--- src/rtl/fib_engine.sv ---
`default_nettype none
// ============================================================================
//  Module      : fib_engine
//  Description : Emits the first n terms of a Fibonacci (0,1) or Lucas (2,1)
//                sequence, one term per cycle. The sequence stops early,
//                with a sticky overflow flag, rather than emit a term that
//                does not fit in WIDTH bits.
//  Revision    : 1.0 - initial release
// ============================================================================
module fib_engine #(
    parameter int WIDTH = 8,
    parameter int CNT_W = 5
) (
    input  logic             clk,
    input  logic             rst_n,
    input  logic             start,
    input  logic [CNT_W-1:0] n,
    input  logic             mode,
    output logic             busy,
    output logic             term_valid,
    output logic [WIDTH-1:0] term,
    output logic [CNT_W-1:0] term_idx,
    output logic             done,
    output logic             overflow
);

    typedef enum logic [1:0] {
        ST_IDLE = 2'd0,
        ST_LOAD = 2'd1,
        ST_RUN  = 2'd2,
        ST_DONE = 2'd3
    } state_t;

    localparam logic [WIDTH-1:0] c_seed0_fib   = '0;
    localparam logic [WIDTH-1:0] c_seed0_lucas = WIDTH'(2);
    localparam logic [WIDTH-1:0] c_seed1       = WIDTH'(1);
    localparam logic [CNT_W-1:0] c_one         = CNT_W'(1);

    state_t           state_q, state_d;
    logic [WIDTH-1:0] a_q, a_d;
    logic [WIDTH-1:0] b_q, b_d;
    logic [CNT_W-1:0] idx_q, idx_d;
    logic [CNT_W-1:0] n_q, n_d;
    logic             mode_q, mode_d;
    logic             a_bad_q, a_bad_d;
    logic             b_bad_q, b_bad_d;
    logic             term_valid_q, term_valid_d;
    logic [WIDTH-1:0] term_q, term_d;
    logic [CNT_W-1:0] term_idx_q, term_idx_d;
    logic             done_q, done_d;
    logic             overflow_q, overflow_d;

    // One extra bit keeps the carry-out that marks B as no longer exact.
    logic [WIDTH:0]   sum_w;
    assign sum_w = {1'b0, a_q} + {1'b0, b_q};

    // State register.
    always_ff @(posedge clk) begin
        if (!rst_n) begin
            state_q <= ST_IDLE;
        end else begin
            state_q <= state_d;
        end
    end

    // Next-state and datapath/output next values.
    always_comb begin
        state_d      = state_q;
        a_d          = a_q;
        b_d          = b_q;
        idx_d        = idx_q;
        n_d          = n_q;
        mode_d       = mode_q;
        a_bad_d      = a_bad_q;
        b_bad_d      = b_bad_q;
        term_valid_d = 1'b0;
        term_d       = term_q;
        term_idx_d   = term_idx_q;
        done_d       = 1'b0;
        overflow_d   = overflow_q;

        case (state_q)
            ST_IDLE: begin
                if (start) begin
                    n_d        = n;
                    mode_d     = mode;
                    overflow_d = 1'b0;
                    state_d    = ST_LOAD;
                end
            end
            ST_LOAD: begin
                a_d     = mode_q ? c_seed0_lucas : c_seed0_fib;
                b_d     = c_seed1;
                idx_d   = '0;
                a_bad_d = 1'b0;
                b_bad_d = 1'b0;
                state_d = (n_q == '0) ? ST_DONE : ST_RUN;
            end
            ST_RUN: begin
                if (a_bad_q) begin
                    // A is the wrapped sum: truncate instead of emitting it.
                    overflow_d = 1'b1;
                    state_d    = ST_DONE;
                end else begin
                    term_valid_d = 1'b1;
                    term_d       = a_q;
                    term_idx_d   = idx_q;
                    a_d          = b_q;
                    b_d          = sum_w[WIDTH-1:0];
                    idx_d        = idx_q + c_one;
                    a_bad_d      = b_bad_q;
                    b_bad_d      = b_bad_q | sum_w[WIDTH];
                    if (idx_q == (n_q - c_one)) begin
                        state_d = ST_DONE;
                    end
                end
            end
            ST_DONE: begin
                done_d  = 1'b1;
                state_d = ST_IDLE;
            end
            default: begin
                state_d = ST_IDLE;
            end
        endcase
    end

    // Datapath and registered outputs.
    always_ff @(posedge clk) begin
        if (!rst_n) begin
            a_q          <= '0;
            b_q          <= '0;
            idx_q        <= '0;
            n_q          <= '0;
            mode_q       <= 1'b0;
            a_bad_q      <= 1'b0;
            b_bad_q      <= 1'b0;
            term_valid_q <= 1'b0;
            term_q       <= '0;
            term_idx_q   <= '0;
            done_q       <= 1'b0;
            overflow_q   <= 1'b0;
        end else begin
            a_q          <= a_d;
            b_q          <= b_d;
            idx_q        <= idx_d;
            n_q          <= n_d;
            mode_q       <= mode_d;
            a_bad_q      <= a_bad_d;
            b_bad_q      <= b_bad_d;
            term_valid_q <= term_valid_d;
            term_q       <= term_d;
            term_idx_q   <= term_idx_d;
            done_q       <= done_d;
            overflow_q   <= overflow_d;
        end
    end

    assign busy       = (state_q != ST_IDLE);
    assign term_valid = term_valid_q;
    assign term       = term_q;
    assign term_idx   = term_idx_q;
    assign done       = done_q;
    assign overflow   = overflow_q;

endmodule
`default_nettype wire

--- config.mk ---
export PLATFORM = sky130hd
export DESIGN_NAME = fib_engine
export DESIGN_NICKNAME = d
export VERILOG_FILES = /design/src/rtl/fib_engine.sv
export SDC_FILE = /design/constraint.sdc
export NUM_CORES = 1
export LEC_CHECK = 0
export CELL_PAD_IN_SITES_DETAIL_PLACEMENT = 1
export CELL_PAD_IN_SITES_GLOBAL_PLACEMENT = 2
export CORE_MARGIN = 3
export CORE_UTILIZATION = 34
export CTS_BUF_LIST = sky130_fd_sc_hd__clkbuf_16
export DETAILED_ROUTE_END_ITERATION = 12
export PLACE_DENSITY = 0.84
export SLEW_MARGIN = 0
export SYNTH_ARGS = -nofsm -noshare
export SYNTH_HDL_FRONTEND = slang
export SYNTH_SLANG_ARGS = --single-unit
--- constraint.sdc ---
create_clock -name clk -period 2.4 [get_ports clk]
set_clock_uncertainty 0.1 [all_clocks]
set_input_delay 0.48 -clock clk [delete_from_list [all_inputs] [get_ports clk]]
set_output_delay 0.48 -clock clk [all_outputs]
set_load 0.005 [all_outputs]
=== Word level (Yosys, flattened, before mapping) ===
Cells that the tools add are included.

* Bitwise gates (word level): 2
* Reduce and logical (&&, ||, !) cells: 11
* Eq/ne operators: 8
* Add/sub/neg operators: 3
* Mux-type cells: 21

{| class="wikitable"
|+ Operators with widths
! kind !! number
|-
| one-hot mux 8 bit (2 select lines) || 2
|-
| two-way mux 8 bit || 2
|-
| one-hot mux 5 bit (2 select lines) || 1
|-
| AND reduction 2 bit || 5
|-
| adder 8 x 8 -> 9 bit || 1
|-
| two-way mux 2 bit || 4
|-
| one-hot mux 2 bit (4 select lines) || 1
|-
| two-way mux 1 bit || 7
|-
| != test 2 bit, second input constant || 3
|-
| one-hot mux 1 bit (2 select lines) || 3
|-
| nonzero test 2 bit || 3
|-
| adder 5 x 1 -> 5 bit, second input constant || 1
|-
| equality test 5 bit || 1
|-
| zero test 5 bit || 1
|-
| two-way mux 5 bit || 1
|-
| subtractor 5 x 1 -> 5 bit, second input constant || 1
|-
| equality test 2 bit, second input constant || 2
|-
| != test 3 bit, second input constant || 1
|-
| AND reduction 3 bit || 1
|-
| equality test 2 x 1 -> 1 bit, second input constant || 1
|-
| zero test 2 bit || 1
|-
| NOT 1 bit || 1
|-
| bitwise OR 1 bit || 1
|}

* Word-level logic and storage cells: 58
* Input bits: 9
* Register bits: 47

=== Longest topological paths before layout ===
Gate-level depths: netlist of the first run.

* Word-level depth: 5
* Gate-level depth with buffers: 9
* Mapped depth without buffers: 8

=== Worst setup path after synthesis of the first run ===
No wires, ideal clock.

* Path kind: reg2reg
* Start point: register a_q[0]
* End point: register b_bad_q
* Data arrival time: 1.886 ns
* Clock period less this slack: 2.111 ns
* Required time: 2.175 ns
* Path slack: 0.289 ns
* Cell stages (with the launch flop): 9
* Setup time: 0.125 ns
* Path through: dfxtp_1 ha_1 fa_1 a21o_1 a21oi_1 o21bai_1 a21oi_1 nor2b_1 o41a_1

* Longest elaborated chain between the ends: 4

{| class="wikitable"
|+ RTL lines
! item !! line !! source
|-
| from (decl) || 40 || <nowiki>logic [WIDTH-1:0] a_q, a_d;</nowiki>
|-
| from (signal assigned) || 131 || <nowiki>a_q <= '0;</nowiki>
|-
| from (signal assigned) || 144 || <nowiki>a_q <= a_d;</nowiki>
|-
| adder 8 x 8 -> 9 bit || 55 || <nowiki>assign sum_w = {1'b0, a_q} + {1'b0, b_q};</nowiki>
|-
| bitwise OR 1 bit || 112 || <nowiki>b_bad_d = b_bad_q | sum_w[WIDTH];</nowiki>
|-
| two-way mux 1 bit || 100 || <nowiki>if (a_bad_q) begin</nowiki>
|-
| one-hot mux 1 bit (2 select lines) || 82 || <nowiki>case (state_q)</nowiki>
|-
| to (signal assigned) || 137 || <nowiki>b_bad_q <= 1'b0;</nowiki>
|-
| to (signal assigned) || 150 || <nowiki>b_bad_q <= b_bad_d;</nowiki>
|-
| to (decl) || 46 || <nowiki>logic b_bad_q, b_bad_d;</nowiki>
|}

No other way between the ends. The select of a mux whose other input is x is not followed.
A chain may end at the register's enable or synchronous reset.

=== Worst setup path after layout of the first run ===
* Start point: register state_q[0]
* End point: output port busy

* Longest elaborated chain between the ends: 1

{| class="wikitable"
|+ RTL lines
! item !! line !! source
|-
| from (decl) || 39 || <nowiki>state_t state_q, state_d;</nowiki>
|-
| from (signal assigned) || 62 || <nowiki>state_q <= state_d;</nowiki>
|-
| nonzero test 2 bit || 159 || <nowiki>assign busy = (state_q != ST_IDLE);</nowiki>
|-
| to (decl) || 19 || <nowiki>output logic busy,</nowiki>
|}

No other way between the ends.

==> results.py, run 1 <==
metrics = {
    "run_status": {
        "status": "finished, final reports clean",
    },
    "pwr": {
        "p_per_area_nw_per_um2": 898,
        "pwr-share-seq": 0.380,
        "p_clk_frac": 0.330,
        "leakagePower_nw": 1.08,
        "ir_drop_mv": 0.342,
        "p_int_mw": 1.62,
        "share_comb_of_total_power": 0.290,
        "p_sw_uw": 814,
        "sw_frac_of_total": 0.334,
    },
    "synthesis": {
        "syn-cell-area_sq_um": 2210,
        "ys_warn_count": 0,
        "synth_top_area_cell": "dfxtp_1",
        "synth_top_area_frac": 0.427,
        "avgSynthCellArea_sq_um": 9.08,
        "synth_edf_count": 0,
        "async_flop_share": 0,
        "synth_cells": 243,
        "synth_fp_nets": 268,
        "synth_ff_type": "dfxtp_1",
        "synthTopCellsByArea": "dfxtp_1 (43%), ha_1 (8.5%), a21boi_0 (7.1%)",
        "yosysSeqAreaShare": 0.427,
        "synth_cell_types": 36,
        "ys_ff_latch": 47,
    },
    "final_layout": {
        "synthToLayoutAreaGrowth_pct": 23.0,
        "drive_above_1_share": 0.0634,
        "antennaDiodeCount": 0,
        "final_area_sq_um": 2710,
        "fill_cells": 726,
        "seqCellArea_sq_um": 941,
        "multi_input_area_sq_um": 1170,
        "fin_nets": 292,
    },
    "clock_network": {
        "holdBufCountCts": 0,
        "cts_tree": "yes",
        "cts_setup_buffers": 0,
        "clkTransAtPathRegs_ns": 0.07,
        "clock_latency_ns": 0.29,
        "clockRootBuffer": "clkbuf_16",
        "cts_sinks": 47,
        "cts_max_path_buffers": 2,
        "cts_buffers": 5,
        "cts.htree.levels": 2,
        "post_cts_resized": 0,
    },
    "timing": {
        "fmax_mhz": 437,
        "max_slew.worst_pin.slew_ns": 0.627,
        "finalCritPeriodShare": 0.954,
        "setup_viol_count_final": 0,
        "rsz0062_at_grt": "no",
        "hold_viol_final": 0,
        "slew_headroom": 0.582,
        "setup-tns-final_ns": 0,
        "period_needed_ns": 2.29,
        "finalMaxSlewViolations": 0,
    },
    "die": {
        "dieWidth_microns": 86.5,
        "die_area_sq_um": 7490,
        "core-area_sq_um": 6100,
        "row_count": 28,
        "io_pins": 26,
        "start_util": 0.362,
        "chipHeight_microns": 86.5,
    },
    "global_route": {
        "grt_pass1_wl_mm": 8.71,
        "grtUsageTotal": 0.146,
        "grt_max_degree": 28,
        "grt_pass1_vias": 1843,
        "antenna_found_initial": 0,
        "grt_overflow": 0,
    },
    "place": {
        "hpwl_mm": 3.51,
        "place_congestion": 0.769,
        "port_buffers": 25,
        "placed_area_sq_um": 2540,
    },
    "flow_run": {
        "drv_cap": 0,
    },
    "critical_path": {
        "critPathKind": "register to output port",
        "crit_path_max_fanout": 9,
        "reg2reg_slack_ns": 0.17,
        "endpoint_kind": "output port",
        "path_common_cell": "inv_1",
        "slowest_stage": "clkdlybuf4s50_1",
        "cp.arrival_ns": 1.71,
        "path_cells": "inv_1, ha_1, inv_1, clkdlybuf4s50_1",
        "crit_start": "state_q[0]$_SDFFE_PN0P_",
        "critPathMaxStageDelay_ns": 0.50,
        "r2r-start": "a_q[0]$_SDFFE_PN0P_",
        "required_ns": 1.82,
        "crit_path_start_kind": "register",
    },
    "routing": {
        "drcViolationCount": 0,
        "drtPass1Iterations": 4,
        "viasPerCell": 5.10,
        "routedWlPerCell_microns": 14.3,
        "wl_mm": 4.91,
        "ant_nets": 0,
        "drt-initial-drc-count": 39,
        "vias": 1748,
    },
    "hold_path": {
        "holdCritStartpoint": "term[0]$_SDFFE_PN0P_",
        "min_path_type": "register to register",
    },
}
kinds of logic after synthesis:
logic type	after synthesis	synth area share
simple gates	74	0.152
compound gates	65	0.220
flops	47	0.427
buf+inv	26	0.0465
fa+ha+maj	16	0.0942
xor+xnor	13	0.0516
mux	2	0.00908
per-layer routing:
layer  vias to the layer above  track usage  wire length [microns]
met5                         -            0                      0
met4                         0       0.0425                     71
met3                         6       0.0323                    126
met2                        17        0.233                   2160
met1                       831        0.198                   2550
li1                        894            -                      -
worst max-delay path, delay by kind of cell (launching register included):
kind / cells / cell delay (ns)
adder cells (fa/ha/maj): 1 / 0.33
buffers and inverters: 3 / 0.71
flip-flops: 1 / 0.40
flip-flops by register name, summed over array words and instances (netlist names):
signal and count:
a_bad_q 1, a_q 8, b_bad_q 1, b_q 8, done 1, idx_q 5
mode_q 1, n_q 5, overflow 1, state_q 2, term 8, term_idx 5
term_valid 1
Yosys cell counts (all sizes together) (2+ instances only):
cell type	n
a22o	15
inv	12
nor3b	3
ha	15
nor3	3
o21bai	3
xnor2	7
dfxtp	47
clkbuf	11
nand4	3
nor2	8
xor2	6
a21o	2
a21boi	21
buf	3
a21oi	8
nand3	7
and3	4
o21ai	6
o31ai	2
a31oi	2
and2	3
mux2i	2
nand2	40
path summary, 6_finish.rpt:
check / end / cells past startpoint
setup / recovery: busy / 4
hold / removal: term[0]$_SDFFE_PN0P_ / 2
setup reg to reg: b_bad_q$_SDFFE_PN0P_ / 8
hold reg to reg: term[0]$_SDFFE_PN0P_ / 2
cell type report:
cell class,count,share of cell area
Multi-Input combinational cell,170,0.430
Sequential cell,47,0.347
Timing Repair Buffer,31,0.109
Inverter,12,0.0166
Clock inverter,3,0.0175
Clock buffer,5,0.0461
Tap cell,75,0.0346
power groups by stage:
stage / Sequential, mW / Combinational, mW / Clock [mW]
global route: 0.938 / 0.808 / 0.867
global placement: 0.941 / 0.693 / 0
floorplan: 0.924 / 0.480 / 0
finish: 0.926 / 0.707 / 0.805
detailed placement: 0.945 / 0.705 / 0
CTS: 0.926 / 0.718 / 0.833
cells in the final DEF (no fill, tap or decap), types with 2 or more instances in the layout:
cell | Yosys | routed
buf_4 | 0 | 6
a22o_1 | 15 | 15
ha_1 | 15 | 15
inv_1 | 12 | 12
and2_1 | 3 | 3
dfxtp_1 | 47 | 47
xnor2_1 | 7 | 7
a21o_1 | 2 | 2
mux2i_1 | 2 | 2
o21bai_1 | 3 | 3
nor3b_1 | 3 | 3
a21boi_0 | 21 | 21
nand3_1 | 7 | 7
nand4_1 | 3 | 3
a31oi_1 | 2 | 2
nand2_1 | 40 | 40
clkdlybuf4s50_1 | 0 | 25
xor2_1 | 6 | 6
o21ai_0 | 6 | 6
nor3_1 | 3 | 3
clkbuf_16 | 0 | 5
a21oi_1 | 8 | 7
nor2_1 | 8 | 8
and3_1 | 4 | 4
metrics by stage:
step / setup slack (ns) / instances / power, mW / util / hold WS [ns]
final: 0.110 / 343 / 2.44 / 0.445 / 0.363
after global routing: 0.00511 / 343 / 2.61 / 0.445 / 0.401
after floorplan: 0.289 / 243 / 1.40 / - / 0.343
after global placement: 0.208 / 335 / 1.63 / 0.416 / 0.350
after detailed placement: 0.122 / 335 / 1.65 / 0.416 / 0.358
after CTS: 0.0998 / 343 / 2.48 / 0.445 / 0.368
(Power assumes the default switching activity.)
==> run 2: changes to the inputs <==
--- a/config.mk
+++ b/config.mk
@@ -7,9 +7,9 @@
 export LEC_CHECK = 0
 export CELL_PAD_IN_SITES_DETAIL_PLACEMENT = 1
 export CELL_PAD_IN_SITES_GLOBAL_PLACEMENT = 2
+export CORE_ASPECT_RATIO = 0.75
 export CORE_MARGIN = 3
 export CORE_UTILIZATION = 34
-export CTS_BUF_LIST = sky130_fd_sc_hd__clkbuf_16
 export DETAILED_ROUTE_END_ITERATION = 12
 export PLACE_DENSITY = 0.84
 export SLEW_MARGIN = 0
==> run 2 against run 1 <==
Via count fell by 1.2%; utilization fell by 0.68 points; cell count rose by 0.29%; final area fell by 2.5%; largest cell class unchanged; sequential power barely moved.
==> results.py, run 2 (synthesized netlist as in run 1, its figures left out) <==
metrics = {
    "final_layout": {
        "final_common_cell": "dfxtp_1",
        "drive_above_1_share": 0.0602,
        "multi_input_area_sq_um": 1170,
        "fill_cells": 697,
        "synthToLayoutAreaGrowth_pct": 20.0,
        "antennaDiodeCount": 0,
        "final_cells": 344,
        "seqCellArea_sq_um": 941,
        "layout_common_cells": "dfxtp_1 (47), nand2_1 (40), clkdlybuf4s50_1 (25)",
        "fin_nets": 291,
    },
    "pwr": {
        "ir_drop_mv": 0.413,
        "p_per_area_nw_per_um2": 829,
        "leakagePower_nw": 1.04,
    },
    "die": {
        "io_pins": 26,
        "chipHeight_microns": 75.8,
        "core-area_sq_um": 6040,
        "row_count": 24,
        "dieWidth_microns": 99.0,
        "die_area_sq_um": 7500,
        "start_util": 0.365,
    },
    "routing": {
        "viasPerCell": 5.02,
        "drtPass1Iterations": 4,
        "wl_mm": 5.10,
        "drcViolationCount": 0,
        "ant_nets": 0,
        "drt-initial-drc-count": 45,
        "routedWlPerCell_microns": 14.8,
        "vias": 1727,
    },
    "critical_path": {
        "path_common_cell": "inv_1",
        "cp_num_cells": 4,
        "rr_worst_depth": 8,
        "critPathTopFamily": "buffers and inverters",
        "crit_path_max_fanout": 9,
        "slowest_stage": "clkdlybuf4s50_1",
        "critPathMaxStageDelay_ns": 0.49,
        "endpoint_kind": "output port",
        "path_cells": "inv_1, ha_2, inv_1, clkdlybuf4s50_1",
        "critPathCapture": "busy",
        "regToRegEndpoint": "b_bad_q$_SDFFE_PN0P_",
        "critPathKind": "register to output port",
        "path_buf_inv": 3,
        "crit_path_start_kind": "register",
        "crit_start": "state_q[0]$_SDFFE_PN0P_",
        "cp.arrival_ns": 1.66,
        "reg2reg_slack_ns": 0.16,
        "required_ns": 1.82,
        "r2r-start": "a_q[0]$_SDFFE_PN0P_",
    },
    "timing": {
        "setup_viol_count_final": 0,
        "setup-tns-final_ns": 0,
        "fmax_mhz": 446,
        "finalCritPeriodShare": 0.934,
        "whs_ns": 0.366,
        "period_needed_ns": 2.24,
        "max_slew.worst_pin.slew_ns": 0.608,
        "finalMaxSlewViolations": 0,
        "hold_viol_final": 0,
        "rsz0062_at_grt": "no",
        "slew_headroom": 0.595,
    },
    "place": {
        "hpwl_mm": 3.83,
        "place_congestion": 0.748,
        "dp_cells": 337,
        "port_buffers": 25,
    },
    "clock_network": {
        "clockRootBuffer": "clkbuf_8",
        "cts.htree.levels": 2,
        "cts_setup_buffers": 0,
        "clock_latency_ns": 0.30,
        "holdBufCountCts": 0,
        "post_cts_resized": 0,
        "cts_tree": "yes",
        "clkTransAtPathRegs_ns": 0.09,
        "cts_buffers": 5,
        "cts_max_path_buffers": 2,
        "cts_sinks": 47,
    },
    "global_route": {
        "antenna_found_initial": 0,
        "grtUsageMet3": 0.0274,
        "grt_pass1_wl_mm": 8.56,
        "met1_usage": 0.210,
        "grt_pass1_vias": 1694,
        "grtUsageTotal": 0.144,
        "gr-usage-met2": 0.214,
        "grt_max_degree": 27,
        "grt_busiest_layer": "met2",
        "grt_overflow": 0,
    },
    "hold_path": {
        "min_path_type": "register to register",
    },
    "flow_run": {
        "drv_cap": 0,
    },
    "run_status": {
        "status": "finished, final reports clean",
    },
}
run 2: report_power, final:
part	total (mW)	switching (mW)	internal [mW]
registers	0.928	0.0785	0.849
logic	0.690	0.419	0.271
clock network	0.577	0.272	0.305
total	2.19	0.769	1.43
run 2: through the flow:
step	setup WS [ns]	util	power [mW]	cell area (sq um)
3_5_place_dp	0.137	0.420	1.64	2530
2_1_floorplan	0.289	-	1.40	2210
3_3_place_gp	0.194	0.420	1.62	2530
6_report	0.159	0.438	2.19	2650
5_1_grt	0.0257	0.438	2.34	2650
4_1_cts	0.0343	0.437	2.21	2640
run 2: worst min path at each step:
stage / depth (start not counted) / slack (ns) / end / start
6_report: 2 / 0.37 / term[3]$_SDFFE_PN0P_ / term[3]$_SDFFE_PN0P_
5_1_grt: 2 / 0.39 / term[6]$_SDFFE_PN0P_ / term[6]$_SDFFE_PN0P_
4_1_cts: 2 / 0.37 / term[6]$_SDFFE_PN0P_ / term[6]$_SDFFE_PN0P_
3_5_place_dp: 2 / 0.36 / term[6]$_SDFFE_PN0P_ / term[6]$_SDFFE_PN0P_
3_3_place_gp: 2 / 0.35 / term[7]$_SDFFE_PN0P_ / term[7]$_SDFFE_PN0P_
2_1_floorplan: 2 / 0.34 / mode_q$_SDFFE_PN0P_ / mode_q$_SDFFE_PN0P_
run 2: final cells by class:
cell class,instances,area share
repair buffers,30,0.109
flip-flops and latches,47,0.356
clock buffers,5,0.0260
multi-input cells,170,0.442
clock inverters,2,0.0142
well taps,78,0.0369
inverters,12,0.0170
run 2: worst min-delay path: cells and delay by family, from the launching register on:
family,cells,cell delay [ns]
flops,1,0.32
compound gates,1,0.06
simple gates,1,0.05
run 2: routing by layer:
metal  up-vias  routed length [microns]
li1        883                        -
met1       814                     2850
met2        20                     2060
met3        10                      114
met4         0                       82
met5         -                        0
